$ cat config.mk
export PLATFORM = sky130hd
export DESIGN_NAME = prefetch_ctrl_nox
export DESIGN_NICKNAME = d
export VERILOG_FILES = /design/src/rtl/prefetch_ctrl_nox.sv
export SDC_FILE = /design/constraint.sdc
export NUM_CORES = 1
export LEC_CHECK = 0
export CAP_MARGIN = 25
export CORE_MARGIN = 1.5
export CORE_UTILIZATION = 48
export CTS_CLUSTER_DIAMETER = 30
export DETAILED_ROUTE_END_ITERATION = 7
export PLACE_DENSITY_LB_ADDON = 0.25
export SYNTH_ARGS = -nofsm -noshare
export SYNTH_HDL_FRONTEND = slang
export SYNTH_SLANG_ARGS = --single-unit
$ cat constraint.sdc
create_clock -name clk -period 5.09 [get_ports clk]
set_input_delay 1.018 -clock clk [delete_from_list [all_inputs] [get_ports clk]]
set_output_delay 1.018 -clock clk [all_outputs]
set_load 0.03 [all_outputs]
$ cat src/rtl/prefetch_ctrl_nox.sv
// Sequential instruction prefetcher feeding the core's instruction FIFO, throttled by credit.
// Optional macro PREFETCH_ERR_STOP_EN: a forwarded bus error halts fetching until the next jump.
module prefetch_ctrl_nox #(
   parameter int                    SLOTS      = 2,
   parameter int                    ADDR_WIDTH = 32,
   parameter int                    DATA_WIDTH = 32,
   parameter logic [ADDR_WIDTH-1:0] RESET_PC   = '0
) (
   input  logic                       clk,
   input  logic                       rst,
   input  logic                       fetch_en_i,
   input  logic                       jump_i,
   input  logic [ADDR_WIDTH-1:0]      jump_addr_i,
   output logic                       req_valid_o,
   input  logic                       req_ready_i,
   output logic [ADDR_WIDTH-1:0]      req_addr_o,
   input  logic                       rsp_valid_i,
   input  logic [DATA_WIDTH-1:0]      rsp_data_i,
   input  logic                       rsp_error_i,
   output logic                       rsp_ready_o,
   output logic                       fifo_write_o,
   output logic [DATA_WIDTH:0]        fifo_data_o,
   output logic                       fifo_clear_o,
   input  logic [$clog2(SLOTS):0]     fifo_ocup_i
);

   localparam int CW = $clog2(SLOTS) + 1;

   typedef enum logic {IDLE, REQ} state_t;

   state_t                state_ff;
   logic                  req_valid_ff;
   logic [ADDR_WIDTH-1:0] req_addr_ff;
   logic                  rsp_ready_ff;
   logic [ADDR_WIDTH-1:0] pc_ff;
   logic [CW-1:0]         ot_ff;
   logic [CW-1:0]         discard_ff;
   logic                  stale_ff;

   logic                  live;
   logic                  jump_eff;
   logic                  req_fire;
   logic                  rsp_fire;
   logic                  drop;
   logic                  hold;
   logic                  fetch_ok;
   logic                  credit_ok;
   logic                  credit_after;
   logic [CW:0]           credit_sum;
   logic [CW-1:0]         ot_next;
   logic [CW-1:0]         disc_after_rsp;
   logic [CW-1:0]         discard_next;
   logic [ADDR_WIDTH-1:0] pc_next;
   logic                  stale_next;

   // Nothing is honoured until the cycle after reset release; rsp_ready_ff marks that point.
   assign live     = rsp_ready_ff && !rst;
   assign jump_eff = jump_i && live;
   assign req_fire = req_valid_ff && req_ready_i && live;
   assign rsp_fire = rsp_valid_i && live;
   assign drop     = (discard_ff != '0) || jump_i;
   assign hold     = req_valid_ff && !req_fire;

   assign req_valid_o  = req_valid_ff;
   assign req_addr_o   = req_addr_ff;
   assign rsp_ready_o  = rsp_ready_ff;
   assign fifo_write_o = rsp_fire && !drop;
   assign fifo_data_o  = {rsp_error_i, rsp_data_i};
   assign fifo_clear_o = jump_eff;

   // One extra bit so ot + occupancy + 1 can never wrap.
   assign credit_sum   = {1'b0, ot_ff} + {1'b0, fifo_ocup_i};
   assign credit_ok    = credit_sum < (CW+1)'(SLOTS);
   assign credit_after = (credit_sum + (CW+1)'(1)) < (CW+1)'(SLOTS);

   assign ot_next = ot_ff + {{(CW-1){1'b0}}, req_fire} - {{(CW-1){1'b0}}, rsp_fire};

   // Response is retired before an accepted stale request is counted.
   assign disc_after_rsp = (rsp_fire && discard_ff != '0) ? discard_ff - 1'b1 : discard_ff;

   always_comb begin
      discard_next = disc_after_rsp;
      if (jump_eff)
         discard_next = ot_next;
      else if (req_fire && stale_ff)
         discard_next = disc_after_rsp + 1'b1;
   end

   always_comb begin
      pc_next = pc_ff;
      if (jump_eff)
         pc_next = jump_addr_i & ~ADDR_WIDTH'(3);
      else if (req_fire && !stale_ff)
         pc_next = pc_ff + ADDR_WIDTH'(4);
   end

   always_comb begin
      stale_next = stale_ff;
      if (jump_eff)
         stale_next = req_valid_ff && !req_ready_i;
      else if (req_fire)
         stale_next = 1'b0;
   end

`ifdef PREFETCH_ERR_STOP_EN
   logic err_stop_ff;
   logic err_set;

   assign err_set  = fifo_write_o && rsp_error_i;
   assign fetch_ok = fetch_en_i && !err_stop_ff && !err_set;

   always_ff @(posedge clk) begin
      if (rst)
         err_stop_ff <= 1'b0;
      else if (jump_eff)
         err_stop_ff <= 1'b0;
      else if (err_set)
         err_stop_ff <= 1'b1;
   end
`else
   assign fetch_ok = fetch_en_i;
`endif

   always_ff @(posedge clk) begin
      if (rst) begin
         state_ff     <= IDLE;
         req_valid_ff <= 1'b0;
         req_addr_ff  <= RESET_PC;
         rsp_ready_ff <= 1'b0;
         pc_ff        <= RESET_PC;
         ot_ff        <= '0;
         discard_ff   <= '0;
         stale_ff     <= 1'b0;
      end else begin
         rsp_ready_ff <= 1'b1;
         pc_ff        <= pc_next;
         ot_ff        <= ot_next;
         discard_ff   <= discard_next;
         stale_ff     <= stale_next;
         // A presented request keeps its address until accepted, even across a jump.
         if (!hold)
            req_addr_ff <= pc_next;
         case (state_ff)
            IDLE: begin
               if (fetch_ok && credit_ok && !jump_i) begin
                  state_ff     <= REQ;
                  req_valid_ff <= 1'b1;
               end
            end
            REQ: begin
               if (req_fire && !(fetch_ok && credit_after)) begin
                  state_ff     <= IDLE;
                  req_valid_ff <= 1'b0;
               end
            end
            default: begin
               state_ff     <= IDLE;
               req_valid_ff <= 1'b0;
            end
         endcase
      end
   end

endmodule

* Word-level counts from Yosys, hierarchy flattened
Index checks and enable logic that the tools add are counted.
** Storage, ports and cells
- Input bits :: 73
- Register bits after elaboration :: 72
- Logic and storage cells :: 60
** Operators by class
- Magnitude comparators :: 2
- Equality and inequality tests :: 2
- Reductions and logical operators :: 26
- Bitwise gates (word level) :: 1
- $add $sub $neg :: 7
- Mux-type cells :: 14
** Operators by type and width (number)
- 32-bit two-way mux :: 2
- 32-bit by 3-bit adder with 32-bit output (second input constant) :: 1
- 1-bit logical AND :: 15
- 1-bit logical NOT :: 7
- 1-bit two-way mux :: 7
- 3-bit by 2-bit < comparator with 1-bit output (second input constant) :: 2
- 2-bit two-way mux :: 3
- 1-bit case mux with 2 select lines :: 2
- 2-bit nonzero test :: 2
- 2-bit by 2-bit adder with 3-bit output :: 1
- 3-bit by 1-bit adder with 3-bit output (second input constant) :: 1
- 2-bit by 1-bit adder with 2-bit output :: 1
- 2-bit by 1-bit adder with 2-bit output (second input constant) :: 1
- 2-bit by 1-bit != test with 1-bit output (second input constant) :: 1
- 2-bit != test (second input constant) :: 1
- 2-bit AND reduction :: 1
- 2-bit by 1-bit subtractor with 2-bit output :: 1
- 2-bit by 1-bit subtractor with 2-bit output (second input constant) :: 1
- 1-bit logical OR :: 1
- 1-bit inverter :: 1

* Longest topological paths before layout
- Depth after elaboration :: 8
- Depth in mapped cells :: 11

* Worst setup path after synthesis
OpenSTA, ideal clock, no wires.
- Kind :: input port to output port
- Start :: in rst
- End :: out fifo_write_o
- Slack :: 1.965 ns
- Required time :: 4.072 ns
- Data arrival time :: 2.107 ns
- Stages :: 3
- Cells stage by stage :: buf_4 > nand3b_1 > nor3b_1
** Between the ends
- Cells in the longest elaborated chain, start to end :: 4
** Ends and longest elaborated chain
- from (decl) :: line 10 : input logic rst,
- 1-bit logical NOT :: line 57 : assign live = rsp_ready_ff && !rst;
- 1-bit logical AND :: line 57
- 1-bit logical AND :: line 60 : assign rsp_fire = rsp_valid_i && live;
- 1-bit logical AND :: line 67 : assign fifo_write_o = rsp_fire && !drop;
- to (decl) :: line 21 : output logic fifo_write_o,
Every way passes these cells.

* Worst setup path in the final report
- Start :: in rsp_valid_i
- End :: out fifo_write_o
** Between the ends
- Cells in the longest elaborated chain, start to end :: 2
** Ends and longest elaborated chain
- from (decl) :: line 17 : input logic rsp_valid_i,
- 1-bit logical AND :: line 60
- 1-bit logical AND :: line 67
Every way passes these cells.

==> flow_metrics.tcl <==
set metrics [dict create \
    synth_top_family_by_area "simple AND/OR/NAND/NOR gates" \
    grt_pass1_wl_mm 14.9 \
    hp-class "reg -> reg" \
    port_buffers 73 \
    clk_latency_ps 350 \
    cts_buffers 9 \
    grt_setup_unrepaired "false" \
    ctsHtreeMaxLevel 3 \
    fp.dieH_microns 90.5 \
    async_flop_share_pct 0 \
    synth_compound_area_share_pct 13.0 \
    seqCellArea_sq_um 1440 \
    postCtsHoldBufs 0 \
    gp_congestion 0.820 \
    grt_antenna_before_repair 0 \
    syn_area_sq_um 3670 \
    slew_viol_final 0 \
    fin_tns_setup_ps 0 \
    fillers 646 \
    startpoint_type "input pin" \
    die_x_microns 90.5 \
    synth.avg_cell_area_sq_um 8.52 \
    io_pins 142 \
    power.leakage_nw 1.67 \
    ant_nets 0 \
    avgViaCountPerCell 5.50 \
    p_seq_share_pct 43.8 \
    worstPathMaxFanout 3 \
    internal_power_mw 1.06 \
    drt_first_pass_iters 5 \
    p_comb_share_pct 14.3 \
    start_util_pct 50.1 \
    reg2regPathDepth 7 \
    postSynthCellCount 431 \
    synthSimpleGateAreaFrac_pct 24.4 \
    multi_input_area_sq_um 1840 \
    max_slew_margin_pct 40.3 \
    pre_cts_slack_ps 1540 \
    fin_crit_sh_pct 70.3 \
    nNetsFinal 546 \
    hold_viol 0 \
    power_density_nw_per_um2 313 \
    min_period_ps 3580 \
    post-cts-setup-buffers 0 \
    critPathArrivalTime_ps 2560 \
    ctsRootBufferMaster "clkbuf_8" \
    report.final.setup_viol 0 \
    synth_most_common_cell "dfxtp_1" \
    maxCapViolCount 0 \
    ys_ff_latch 72 \
    outcome "finished clean" \
    cts_buffer_depth 2 \
    worst-slew-pin-transition_ps 891 \
    gr-total-overflow 0 \
    fin_skew_ps 10.0 \
    worst_slack_ps 1510 \
    synth_area_leaders "dfxtp_1 39%, buf_4 7.2%, nor2_1 5.2%" \
    post_drt_wl_per_cell_microns 15.7 \
    required_ps 4070 \
    syn_to_final_growth_pct 22.2 \
    synthMuxAreaShare_pct 2.18 \
    route.detailed.drc 0 \
    ir_drop_v 0.000185 \
    synth_top_area_cell "dfxtp_1" \
    antenna_cells 0 \
    grt_pass1_vias 3100 \
    yosysWarnings 0 \
    pwr-share-clk_pct 41.9 \
    ctsResizeCount 0 \
    synth-edff-count 0 \
    crit_type "in -> out" \
    rows 31 \
    first_iter_violations 271 \
    yosysSeqAreaShare_pct 39.2 \
    grt.total_usage_pct 22.4 \
    cts.sinks 72 \
    setup.worst_path.end_class "primary output" \
    hpwl_mm 6.01 \
    drive_gt1_share_pct 6.58 \
    synth.top_cells.by_count "72 x dfxtp_1, 51 x nor2_1, 35 x buf_4, 35 x nand2_1, 20 x xnor2_1" \
    yosysUniqueCellTypes 50 \
    synthFlopType "dfxtp_1" \
    synth.top_cell.area_share_pct 39.2 \
    vias 3136 \
    p_sw_mw 0.347 \
    fp.coreArea_sq_um 7330 \
    synth-xor-area-share_pct 7.87 \
    clk_pin_slew_ps 80 \
    grt_max_degree 64 \
    dieArea_sq_um 8190 \
    totalWireLength_mm 8.96 \
    synth_fa_ha_area_share_pct 2.59 \
    power_switching_share_pct 24.6 \
    cts_tree "done" \
    synth_fp_nets 511 \
    clock.fmax_mhz 280 \
    min_path_cells 2 \
]
==> path summary, 6_finish.rpt <==
path / start / end / slack (ps)
worst min register to register: req_addr_o[28]$_SDFFE_PP0N_ / req_addr_o[28]$_SDFFE_PP0N_ / 450
worst max register to register: pc_ff[2]$_SDFF_PP0_ / req_addr_o[26]$_SDFFE_PP0N_ / 2690
worst max-delay path: rsp_valid_i / fifo_write_o / 1510
worst min-delay path: req_addr_o[28]$_SDFFE_PP0N_ / req_addr_o[28]$_SDFFE_PP0N_ / 450
==> critical path, stage by stage <==
cell and delay (ps):
clkdlybuf4s50_1 460, nand3b_1 120, nor3b_1 250, clkdlybuf4s50_1 710
==> cells in the final DEF, fill, tap and decap left out, types with 10 or more instances in the layout <==
cell type        count
nor2_1              51
o21ai_0             10
xnor2_1             20
nand2_1             34
xor2_1              13
clkdlybuf4s50_1     72
a21oi_1             19
inv_1               13
dfxtp_1             72
a211oi_1            11
nand4_1             15
nor3_1              16
nand3_1             18
==> registers in the layout (all words and copies together), names as in the netlist <==
signal	cells
req_valid_o	1
discard_ff	2
state_ff	1
rsp_ready_o	1
pc_ff	32
stale_ff	1
ot_ff	2
req_addr_o	32
==> area by class of cell <==
cell class	instances	area share, %
Multi-Input combinational cell	290	41.0
Sequential cell	72	32.1
Timing Repair Buffer	78	17.0
Clock buffer	11	2.93
Clock inverter	5	2.87
Tap cell	99	2.76
Inverter	15	1.31
==> power by group through the flow <==
stage          Sequential [mW]  Clock [mW]  Combinational, mW
2_1_floorplan            0.652           0              0.137
6_report                 0.616       0.590              0.201
3_5_place_dp             0.628           0              0.200
3_3_place_gp             0.627           0              0.197
5_1_grt                  0.620       0.616              0.219
4_1_cts                  0.616       0.594              0.202
==> cell families after synthesis <==
kind of cell | count (synthesis)
multiplexers | 8
XOR/XNOR | 33
AND/OR/NAND/NOR | 172
buffers and inverters | 69
adder cells (fa/ha/maj) | 7
AO/OA/AOI/OAI | 70
flip-flops | 72
==> stage by stage <==
stage / total power, mW / cell area [sq um] / util, % / hold slack (ps) / instances
2_1_floorplan: 0.789 / 3670 / - / 444 / 431
3_3_place_gp: 0.824 / 4230 / 57.7 / 439 / 554
3_5_place_dp: 0.828 / 4230 / 57.7 / 444 / 554
4_1_cts: 1.41 / 4490 / 61.3 / 455 / 570
5_1_grt: 1.45 / 4490 / 61.3 / 480 / 570
6_report: 1.41 / 4490 / 61.3 / 450 / 570
==> metal layers <==
| metal | part of all wire (%) | GRT usage [%] | up-vias |
|---|---|---|---|
| met5 | 0 | 0 | - |
| met4 | 1.8 | 9.52 | 0 |
| met3 | 5.6 | 4.46 | 26 |
| met2 | 45 | 34.9 | 123 |
| met1 | 48 | 29.9 | 1449 |
| li1 | - | - | 1538 |
(Power assumes the default switching activity.)
